==> src/rtl/gpio_port_bank_pkg.sv <==
// Shared definitions for the GPIO port bank: register select codes and
// the arm-counter threshold that masks edges during synchroniser fill.
package gpio_port_bank_pkg;

  typedef logic [2:0] reg_sel_t;

  localparam reg_sel_t SEL_DATA = 3'b000;
  localparam reg_sel_t SEL_DDR  = 3'b001;
  localparam reg_sel_t SEL_IER  = 3'b010;
  localparam reg_sel_t SEL_EPR  = 3'b011;
  localparam reg_sel_t SEL_IFR  = 3'b100;

  // Cycles after reset before edges may set flags (covers the 2-flop fill).
  localparam int ARM_CYCLES = 3;

endpackage

==> src/rtl/gpio_port_sync.sv <==
// Per-port pad input synchroniser (two flops). When GPIO_PORT_BANK_IRQ_EN is
// defined it also keeps the previous synchronised value and produces
// polarity-selected edge pulses for input-direction bits.
module gpio_port_sync #(
  parameter int WIDTH = 8
) (
  input  logic             clk,
  input  logic             rst_n,
  input  logic [WIDTH-1:0] pin_i,
`ifdef GPIO_PORT_BANK_IRQ_EN
  input  logic [WIDTH-1:0] epr_i,
  input  logic [WIDTH-1:0] ddr_i,
  output logic [WIDTH-1:0] edge_o,
`endif
  output logic [WIDTH-1:0] sync_o
);

  logic [WIDTH-1:0] sync1_q, sync2_q;

  // Two-flop synchroniser for the asynchronous pad inputs
  always_ff @(posedge clk or negedge rst_n) begin
    if (!rst_n) begin
      sync1_q <= '0;
      sync2_q <= '0;
    end else begin
      sync1_q <= pin_i;
      sync2_q <= sync1_q;
    end
  end

  assign sync_o = sync2_q;

`ifdef GPIO_PORT_BANK_IRQ_EN
  logic [WIDTH-1:0] prev_q;

  // Previous synchronised value, used to spot transitions
  always_ff @(posedge clk or negedge rst_n) begin
    if (!rst_n) prev_q <= '0;
    else        prev_q <= sync2_q;
  end

  // Edge of the selected polarity, only on bits configured as inputs
  assign edge_o = (sync2_q ^ prev_q)
                & ((epr_i & sync2_q) | (~epr_i & ~sync2_q))
                & ~ddr_i;
`endif

endmodule

==> src/rtl/gpio_port_bank.sv <==
// NUM_PORTS x WIDTH GPIO bank with data/direction registers, synchronised
// pin reads and a registered read port (DO/OE). Optional macro
// GPIO_PORT_BANK_IRQ_EN adds IER/EPR/IFR, edge interrupts and irq_n;
// without it irq_n is tied high and those selects read as zero.
module gpio_port_bank
  import gpio_port_bank_pkg::*;
#(
  parameter int NUM_PORTS = 2,
  parameter int WIDTH     = 8,
  parameter int ADDR_W    = $clog2(NUM_PORTS) + 3
) (
  input  logic                       clk,
  input  logic                       rst_n,
  input  logic                       cs,
  input  logic                       we_n,
  input  logic [ADDR_W-1:0]          A,
  input  logic [WIDTH-1:0]           DI,
  output logic [WIDTH-1:0]           DO,
  output logic                       OE,
  input  logic [NUM_PORTS*WIDTH-1:0] PI,
  output logic [NUM_PORTS*WIDTH-1:0] PO,
  output logic [NUM_PORTS*WIDTH-1:0] DDR,
  output logic                       irq_n
);

  reg_sel_t                   sel;
  logic [ADDR_W-1:0]          port_idx;
  logic                       wr_en, rd_en;
  logic [NUM_PORTS*WIDTH-1:0] po_all, ddr_all, sync_all;
  logic [WIDTH-1:0]           rd_data_d;
  logic [WIDTH-1:0]           dout_q;
  logic                       oe_q;

  assign sel      = A[2:0];
  assign port_idx = A >> 3;
  assign wr_en    = cs & ~we_n;
  assign rd_en    = cs & we_n;

`ifdef GPIO_PORT_BANK_IRQ_EN
  logic [NUM_PORTS*WIDTH-1:0] ier_all, epr_all, ifr_all;
  logic [1:0]                 arm_q;
  logic                       armed;
  logic                       irq_q;

  assign armed = (arm_q == 2'(ARM_CYCLES));

  // Arm counter: saturates so edges from the post-reset sync fill are dropped
  always_ff @(posedge clk or negedge rst_n) begin
    if (!rst_n)      arm_q <= '0;
    else if (!armed) arm_q <= arm_q + 2'd1;
  end

  // Interrupt output, registered one cycle behind IFR/IER
  always_ff @(posedge clk or negedge rst_n) begin
    if (!rst_n) irq_q <= 1'b1;
    else        irq_q <= ~|(ifr_all & ier_all);
  end

  assign irq_n = irq_q;
`else
  assign irq_n = 1'b1;
`endif

  for (genvar p = 0; p < NUM_PORTS; p++) begin : g_port
    logic             hit;
    logic [WIDTH-1:0] po_q, ddr_q, sync_w;

    assign hit = (port_idx == ADDR_W'(p));

    // Output data and direction registers for this port
    always_ff @(posedge clk or negedge rst_n) begin
      if (!rst_n) begin
        po_q  <= '0;
        ddr_q <= '0;
      end else if (wr_en && hit) begin
        if (sel == SEL_DATA) po_q  <= DI;
        if (sel == SEL_DDR)  ddr_q <= DI;
      end
    end

    assign po_all[p*WIDTH +: WIDTH]   = po_q;
    assign ddr_all[p*WIDTH +: WIDTH]  = ddr_q;
    assign sync_all[p*WIDTH +: WIDTH] = sync_w;

`ifdef GPIO_PORT_BANK_IRQ_EN
    logic [WIDTH-1:0] ier_q, epr_q, ifr_q, ifr_d, edge_w, clr_w;

    gpio_port_sync #(.WIDTH(WIDTH)) u_sync (
      .clk    (clk),
      .rst_n  (rst_n),
      .pin_i  (PI[p*WIDTH +: WIDTH]),
      .epr_i  (epr_q),
      .ddr_i  (ddr_q),
      .edge_o (edge_w),
      .sync_o (sync_w)
    );

    // A new edge beats a same-cycle write-1-to-clear on the same bit
    assign clr_w = (wr_en && hit && sel == SEL_IFR) ? DI : '0;
    assign ifr_d = (ifr_q & ~clr_w) | (armed ? edge_w : '0);

    // Interrupt enable, edge polarity and flag registers
    always_ff @(posedge clk or negedge rst_n) begin
      if (!rst_n) begin
        ier_q <= '0;
        epr_q <= '0;
        ifr_q <= '0;
      end else begin
        if (wr_en && hit && sel == SEL_IER) ier_q <= DI;
        if (wr_en && hit && sel == SEL_EPR) epr_q <= DI;
        ifr_q <= ifr_d;
      end
    end

    assign ier_all[p*WIDTH +: WIDTH] = ier_q;
    assign epr_all[p*WIDTH +: WIDTH] = epr_q;
    assign ifr_all[p*WIDTH +: WIDTH] = ifr_q;
`else
    gpio_port_sync #(.WIDTH(WIDTH)) u_sync (
      .clk    (clk),
      .rst_n  (rst_n),
      .pin_i  (PI[p*WIDTH +: WIDTH]),
      .sync_o (sync_w)
    );
`endif
  end

  // Read mux: unmapped selects and out-of-range ports fall through to zero
  always_comb begin
    rd_data_d = '0;
    for (int i = 0; i < NUM_PORTS; i++) begin
      if (port_idx == ADDR_W'(i)) begin
        case (sel)
          SEL_DATA: rd_data_d = (ddr_all[i*WIDTH +: WIDTH] & po_all[i*WIDTH +: WIDTH])
                              | (~ddr_all[i*WIDTH +: WIDTH] & sync_all[i*WIDTH +: WIDTH]);
          SEL_DDR:  rd_data_d = ddr_all[i*WIDTH +: WIDTH];
`ifdef GPIO_PORT_BANK_IRQ_EN
          SEL_IER:  rd_data_d = ier_all[i*WIDTH +: WIDTH];
          SEL_EPR:  rd_data_d = epr_all[i*WIDTH +: WIDTH];
          SEL_IFR:  rd_data_d = ifr_all[i*WIDTH +: WIDTH];
`endif
          default:  rd_data_d = '0;
        endcase
      end
    end
  end

  // Registered read data with a one-cycle valid strobe; DO holds between reads
  always_ff @(posedge clk or negedge rst_n) begin
    if (!rst_n) begin
      dout_q <= '0;
      oe_q   <= 1'b0;
    end else begin
      oe_q <= rd_en;
      if (rd_en) dout_q <= rd_data_d;
    end
  end

  assign DO  = dout_q;
  assign OE  = oe_q;
  assign PO  = po_all;
  assign DDR = ddr_all;

endmodule

==> config.mk <==
export PLATFORM = sky130hd
export DESIGN_NAME = gpio_port_bank
export DESIGN_NICKNAME = d
export VERILOG_FILES = /design/src/rtl/gpio_port_bank_pkg.sv /design/src/rtl/gpio_port_sync.sv /design/src/rtl/gpio_port_bank.sv
export SDC_FILE = /design/constraint.sdc
export NUM_CORES = 1
export LEC_CHECK = 0
export ABC_AREA = 1
export CAP_MARGIN = 20
export CORE_MARGIN = 5
export CORE_UTILIZATION = 52
export DETAILED_ROUTE_END_ITERATION = 16
export GPL_TIMING_DRIVEN = 1
export PLACE_DENSITY_LB_ADDON = 0.15
export SLEW_MARGIN = 15
export SYNTH_ARGS = -nofsm -noshare
export SYNTH_HDL_FRONTEND = slang
export SYNTH_SLANG_ARGS = --single-unit
==> constraint.sdc <==
create_clock -name clk -period 2.1 [get_ports clk]
set_clock_uncertainty 0.2 [all_clocks]
set_input_delay 0.315 -clock clk [delete_from_list [all_inputs] [get_ports clk]]
set_output_delay 0.315 -clock clk [all_outputs]
set_load 0.02 [all_outputs]
Word-level counts from Yosys, hierarchy flattened

Index checks and enable logic that the tools add are counted.

Eq/ne operators: 1
Mux-type cells: 4
Bitwise operators: 11
Reduce and logical (&&, ||, !) cells: 8

Operator list:

| kind                 | count |
|---|---|
| $and A8 B8 Y8        | 4 |
| $pmux W8 S2          | 2 |
| $mux W8              | 2 |
| $not A8 Y8           | 2 |
| $or A8 B8 Y8         | 2 |
| $reduce_and A2 Y1    | 4 |
| $logic_not A4 Y1     | 1 |
| $eq A3 B1 Y1 const B | 1 |
| $logic_not A3 Y1     | 1 |
| $and A1 B1 Y1        | 2 |
| $logic_and A1 B1 Y1  | 2 |
| $not A1 Y1           | 1 |

Bits in registers: 73
Bits of input ports: 32
Logic and storage cells: 34

Logic depth before layout (Yosys ltp)

Gate-level depths: netlist (run 1).

Depth in word-level cells: 6
Gate-level depth with buffers: 9

Modules after synthesis

From an unflattened synthesis (run 1), not the netlist that was laid out.

Cells, all modules: 309
Area total of the unflattened synthesis: 2944.1 um^2

Modules (own cells, without submodules):

| module         | times used | cells each | area an instance (um^2) | seq. area each (um^2) |
|---|---|---|---|---|
| gpio_port_bank | 1          | 277        | 2143.3                  | 1026.0 |
| gpio_port_sync | 2          | 16         | 400.4                   | 400.4 |

Worst setup path after synthesis (run 1)

No wires, ideal clock.

Path kind: input port to flip-flop
Start point: input port A[0]
End point: register g_port[0].po_q[6]
Library setup time: 123 ps
Data arrival time: 1088 ps
Data required time: 1777 ps
Path slack: 688 ps
Stages on the path: 8
Path buffers: 2
Cell sequence: buf_6 -> clkinv_2 -> nand2_4 -> nor2_4 -> nand2_2 -> buf_2 -> nand2_1 -> o21ai_1

Longest elaborated chain between the ends: 2

Ends and longest elaborated chain:

| element                     | line                 | source |
|---|---|---|
| start, declared             | gpio_port_bank.sv:16 | `input logic [ADDR_W-1:0] A,` |
| $logic_not A3 Y1            | gpio_port_bank.sv:76 | `if (sel == SEL_DATA) po_q <= DI;` |
| $reduce_and A2 Y1 (no line) | n/a                  |  |
| end signal, assigned        | gpio_port_bank.sv:73 | `po_q <= '0;` |
| end signal, assigned        | gpio_port_bank.sv:76 |  |
| end, declared               | gpio_port_bank.sv:66 | `logic [WIDTH-1:0] po_q, ddr_q, sync_w;` |

No other way between the ends.
A chain may end at the register's enable or synchronous reset.

Worst setup path in the final report (run 1)

Start point: register g_port[1].ddr_q[7]
End point: output port DDR[15]

RTL lines:

| element                | line                 | source |
|---|---|---|
| start, declared        | gpio_port_bank.sv:66 |  |
| start signal, assigned | gpio_port_bank.sv:74 | `ddr_q <= '0;` |
| start signal, assigned | gpio_port_bank.sv:77 | `if (sel == SEL_DDR) ddr_q <= DI;` |
| end, declared          | gpio_port_bank.sv:22 | `output logic [NUM_PORTS*WIDTH-1:0] DDR,` |

No word-level cell between the ends.

==> metrics.cfg, run 1 <==
[sta]
postLayoutSetupSlackWorst_ps = 164
holdWs_ps = 150
rsz0062_at_grt = no
post-route-period-util_pct = 92.2
setup_violations = 0
fmax_mhz = 517
min_period_ps = 1940
finalHoldViolCount = 0
slew_violations = 0

[floorplanning]
start_util_pct = 53.1
ios = 74
dieWidth_microns = 84.8
die-area_sq_um = 7180
die_h_microns = 84.8
core_sq_um = 5470
rows = 27

[layout]
final_cell_mix = 83 x nand2_1, 73 x dfrtp_1, 71 x clkdlybuf4s50_1
final_common_cell = nand2_1
n_antenna_cell = 0
final_util_pct = 72.4
layout-drive-gt1-share_pct = 9.82
area_growth_pct = 36.3
nets = 415
final_area_sq_um = 3960

[route]
first_pass_iters = 4
route.final.wire_length_mm = 6.78
m1WireLength_mm = 2.75
drc = 0
via_per_inst = 5.03
ant_nets = 0
routedWlPerCell_microns = 14.8
top_layer = met4
dr_wl_met3_microns = 498
wl_met2_mm = 3.39
drt_iter0_markers = 145
vias = 2311

[worst_hold_path]
hp-class = register to register
min_path_cells = 0
hold_path.startpoint = g_port[0].u_sync.sync1_q[1]
holdPathEnd = g_port[0].u_sync.sync_o[1]

[setup_path]
r2r-end = DO[5]
r2r_start = g_port[1].ddr_q[5]
cpPeakStageDelay_ps = 650
worstSetupEndpointType = output port
path_buf_inv = 1
critical-path-top-delay-family = buffers and inverters
arrival_ps = 1420
crit_type = register to output port
r2r_cells = 5
path_cells = clkdlybuf4s50_1
cpMaxStageDelayCell = clkdlybuf4s50_1
cp-start-kind = register
regToRegSetupSlack_ps = 860
worstPathRequired_ps = 1580
path_max_fanout = 4

[power]
p_sw_share_pct = 29.4
switching_power_mw = 1.14
peakVddDrop_mv = 0.752
p_per_area_nw_per_um2 = 982
comb_power_share_pct = 23.3
clkPwrFrac_pct = 31.6
p_leak_nw = 1.83
finalPower_mw = 3.89
seqPwrFrac_pct = 45.1
p_int_mw = 2.75

[place]
placed_cell_area_sq_um = 3720
pre_cts_ws_ps = -10.9
post-dp-hpwl_mm = 4.84
gp_routability_congestion = 0.840
portBuffers = 72

[yosys]
synthDistinctLibCells = 21
synthesis.nets = 333
yosysWarningCount = 0
syn_area_sq_um = 2910
synth_seq_cells = 73
syn-instance-count = 301
yosysSeqAreaShare_pct = 62.8
post_synth.cell_area_avg_sq_um = 9.66

[clock_network]
post_cts_resized = 0
clkLatencyLatePin_ps = 350
post_cts_buffers = 0
root_buffer = clkbuf_8
cts_buffers = 9
cts_tree = built
clk_pin_slew_ps = 70
cts_hold_buf = 1
cts_max_level = 3
clockBufferDepth = 2
cts.sinks = 73

[outcome]
outcome = complete, no violations

[global_route]
grt_max_degree = 41
grtUsageTotal_pct = 20.1
grt_pass1_wl_mm = 11.2
antenna_found_initial = 0
grt-ovfl-total = 0
grt_pass1_vias = 2332

[run]
maxCapViolCount = 0

==> routing by layer <==
metal  global-route usage, %  vias to the layer above
li1                        -                     1126
met1                    24.7                     1090
met2                    34.3                       78
met3                    5.59                       17
met4                    6.62                        0
met5                       0                        -
==> worst reg2reg max path: stages (launching register included) <==
cell and delay [ps]:
dfrtp_1 430, o21ai_0 250, nand2_1 100, nand3_1 80, nand3_1 60, nand2_1 60
==> cell usage after synthesis, drive strengths merged <==
| cell type | count | area (sq um) |
|---|---|---|
| clkinv | 2 | 8.75 |
| buf | 10 | 76.3 |
| nor3 | 1 | 16.3 |
| o21ai | 25 | 125 |
| dfrtp | 73 | 1830 |
| conb | 1 | 3.75 |
| nand3 | 42 | 223 |
| inv | 27 | 101 |
| a21oi | 15 | 86.3 |
| nand2 | 86 | 340 |
| nor2 | 19 | 98.8 |
==> state kept, by name, summed over array words and instances, names as in the netlist <==
register and count:
DO 8, g_port.u_sync.sync1_q 16, OE 1, g_port.po_q 16, g_port.ddr_q 16, g_port.u_sync.sync_o 16
==> cell type report <==
cell class	instances	area, sq um
multi-input combinational	189	893
clock inverter	4	76.3
sequential	73	1830
timing repair buffer	81	813
inverter	29	110
tap	72	90.1
clock buffer	11	151
fill	414	1510
==> worst max-delay path by stage <==
stage / to / cells after the start / from / slack (ps)
2_1_floorplan: g_port[0].po_q[6] / 8 / A[0] / 690
3_3_place_gp: g_port[0].po_q[6] / 5 / A[2] / 50
3_5_place_dp: g_port[0].po_q[2] / 5 / A[2] / -10
4_1_cts: DDR[15] / 1 / g_port[1].ddr_q[7] / 140
5_1_grt: DDR[8] / 1 / g_port[1].ddr_q[0] / 110
6_report: DDR[15] / 1 / g_port[1].ddr_q[7] / 160
==> cell families (layout without fill, tap and decap cells) <==
family / Yosys count / count (layout) / synth area share (%)
simple gates: 148 / 148 / 23.3
buf+inv: 39 / 125 / 6.41
flops: 73 / 73 / 62.8
other cells: 1 / 1 / 0.129
compound gates: 40 / 40 / 7.28
==> metrics by stage <==
step	std cells	TNS [ps]
3_3_place_gp	443	0
5_1_grt	459	0
6_report	459	0
2_1_floorplan	301	0
4_1_cts	459	0
3_5_place_dp	443	-23.7
==> power by group through the flow <==
stage | sequential (mW) | combinational (mW) | clock [mW]
2_1_floorplan | 1.93 | 0.257 | 0
3_3_place_gp | 1.77 | 0.887 | 0
3_5_place_dp | 1.78 | 0.908 | 0
4_1_cts | 1.75 | 0.917 | 1.26
5_1_grt | 1.78 | 0.981 | 1.32
6_report | 1.75 | 0.905 | 1.23
(Power assumes the default switching activity.)
==> run 2: changes to the inputs <==
--- a/config.mk
+++ b/config.mk
@@ -8,7 +8,7 @@
 export ABC_AREA = 1
 export CAP_MARGIN = 20
 export CORE_MARGIN = 5
-export CORE_UTILIZATION = 52
+export CORE_UTILIZATION = 40
 export DETAILED_ROUTE_END_ITERATION = 16
 export GPL_TIMING_DRIVEN = 1
 export PLACE_DENSITY_LB_ADDON = 0.15
==> run 2 against run 1 <==
Compared with the run above: sequential share of layout area is 0.13 points lower; largest cell class unchanged; largest power group unchanged; non-clock buffer count stayed put; sequential power hardly changed; flip-flop and latch count stayed put; setup slack worse by 6.1 ps.
==> metrics.cfg, run 2 (synthesized netlist as in run 1, its figures left out) <==
[run]
maxCapViolCount = 0

[floorplanning]
die-area_sq_um = 9070
dieWidth_microns = 95.2
start_util_pct = 40.5
core_sq_um = 7180
rows = 31
die_h_microns = 95.2
ios = 74

[place]
gp_routability_congestion = 0.835
portBuffers = 72
placed_cell_area_sq_um = 3780
numPlacedInstances = 470
post-dp-hpwl_mm = 5.18
pre_cts_ws_ps = 29.2

[sta]
holdWs_ps = 150
post-route-period-util_pct = 92.5
postLayoutSetupSlackWorst_ps = 158
fin_setup_tns_ps = 0
fmax_mhz = 515
finalHoldViolCount = 0
min_period_ps = 1940
setup_violations = 0
rsz0062_at_grt = no
slew_violations = 0

[setup_path]
crit_type = register to output port
worstSetupEndpointType = output port
regToRegSetupSlack_ps = 870
worstPathRequired_ps = 1580
critical-path-top-delay-family = buffers and inverters
cpPeakStageDelay_ps = 640
path_max_fanout = 5
path_buf_inv = 1
cpMaxStageDelayCell = clkdlybuf4s50_1
path_cells = clkdlybuf4s50_1
cp-start-kind = register
arrival_ps = 1430

[layout]
finalNonFillerCells = 487
final_common_cell = nand2_1
n_antenna_cell = 0
nets = 415
layout-drive-gt1-share_pct = 10.1
area_growth_pct = 36.7
final_area_sq_um = 3970
final_cell_mix = 83 x nand2_1, 73 x dfrtp_1, 71 x clkdlybuf4s50_1
fillers = 664
final_util_pct = 55.4

[power]
p_leak_nw = 1.82
finalPower_mw = 3.65
peakVddDrop_mv = 0.393
p_per_area_nw_per_um2 = 920

[clock_network]
post_cts_resized = 0
clkLatencyLatePin_ps = 340
cts_max_level = 3
cts_buffers = 9
cts.sinks = 73
clockBufferDepth = 2
post_cts_buffers = 0
cts_tree = built
cts_hold_buf = 1
clk_pin_slew_ps = 80
root_buffer = clkbuf_8

[route]
routedWlPerCell_microns = 14.5
route.final.wire_length_mm = 7.07
drc = 0
first_pass_iters = 4
via_per_inst = 4.62
vias = 2249
drt_iter0_markers = 71
ant_nets = 0

[global_route]
grtUsageTotal_pct = 17.0
grt_pass1_wl_mm = 11.6
grt_pass1_vias = 2267
grt_max_degree = 42
antenna_found_initial = 0
grt-ovfl-total = 0

[outcome]
outcome = complete, no violations

[worst_hold_path]
hp-class = register to register

-- run 2: changes by cell type in the layout (fill, tap and decap cells not counted) --
cell,delta
buf_4,-2
clkinv_2,+2
inv_6,+1
buf_12,+2
clkbuf_8,-1
clkinvlp_4,+1
bufinv_16,-2
-- run 2: final timing paths --
kind	to	start	cells past startpoint
worst max-delay path	DDR[4]	g_port[0].ddr_q[4]	1
worst min register to register	g_port[1].u_sync.sync_o[3]	g_port[1].u_sync.sync1_q[3]	0
worst max register to register	DO[1]	g_port[0].ddr_q[1]	7
min in group asynchronous	g_port[0].ddr_q[1]	rst_n	2
max in group asynchronous	g_port[1].po_q[5]	rst_n	3
worst min-delay path	g_port[1].u_sync.sync_o[3]	g_port[1].u_sync.sync1_q[3]	0
-- run 2: cell type report --
| cell class | count | area (sq um) | area share, % |
|---|---|---|---|
| flip-flops and latches | 73 | 1830 | 46.0 |
| inverters | 29 | 110 | 2.77 |
| clock buffers | 10 | 138 | 3.46 |
| repair buffers | 81 | 838 | 21.1 |
| clock inverters | 6 | 42.5 | 1.07 |
| multi-input cells | 189 | 893 | 22.5 |
| well taps | 99 | 124 | 3.12 |
-- run 2: metal layers --
metal	up-vias	part of all wire [%]	GRT usage, %
met2	62	50	28.1
met1	1065	42	21.4
met4	0	1.1	5.41
met5	-	0	0
met3	6	6.0	5.13
li1	1116	-	-
-- run 2: power breakdown --
part	internal [mW]	switching (mW)	leakage [nW]
Sequential	1.58	0.168	0.888
Combinational	0.432	0.470	0.840
Clock	0.462	0.536	0.0887
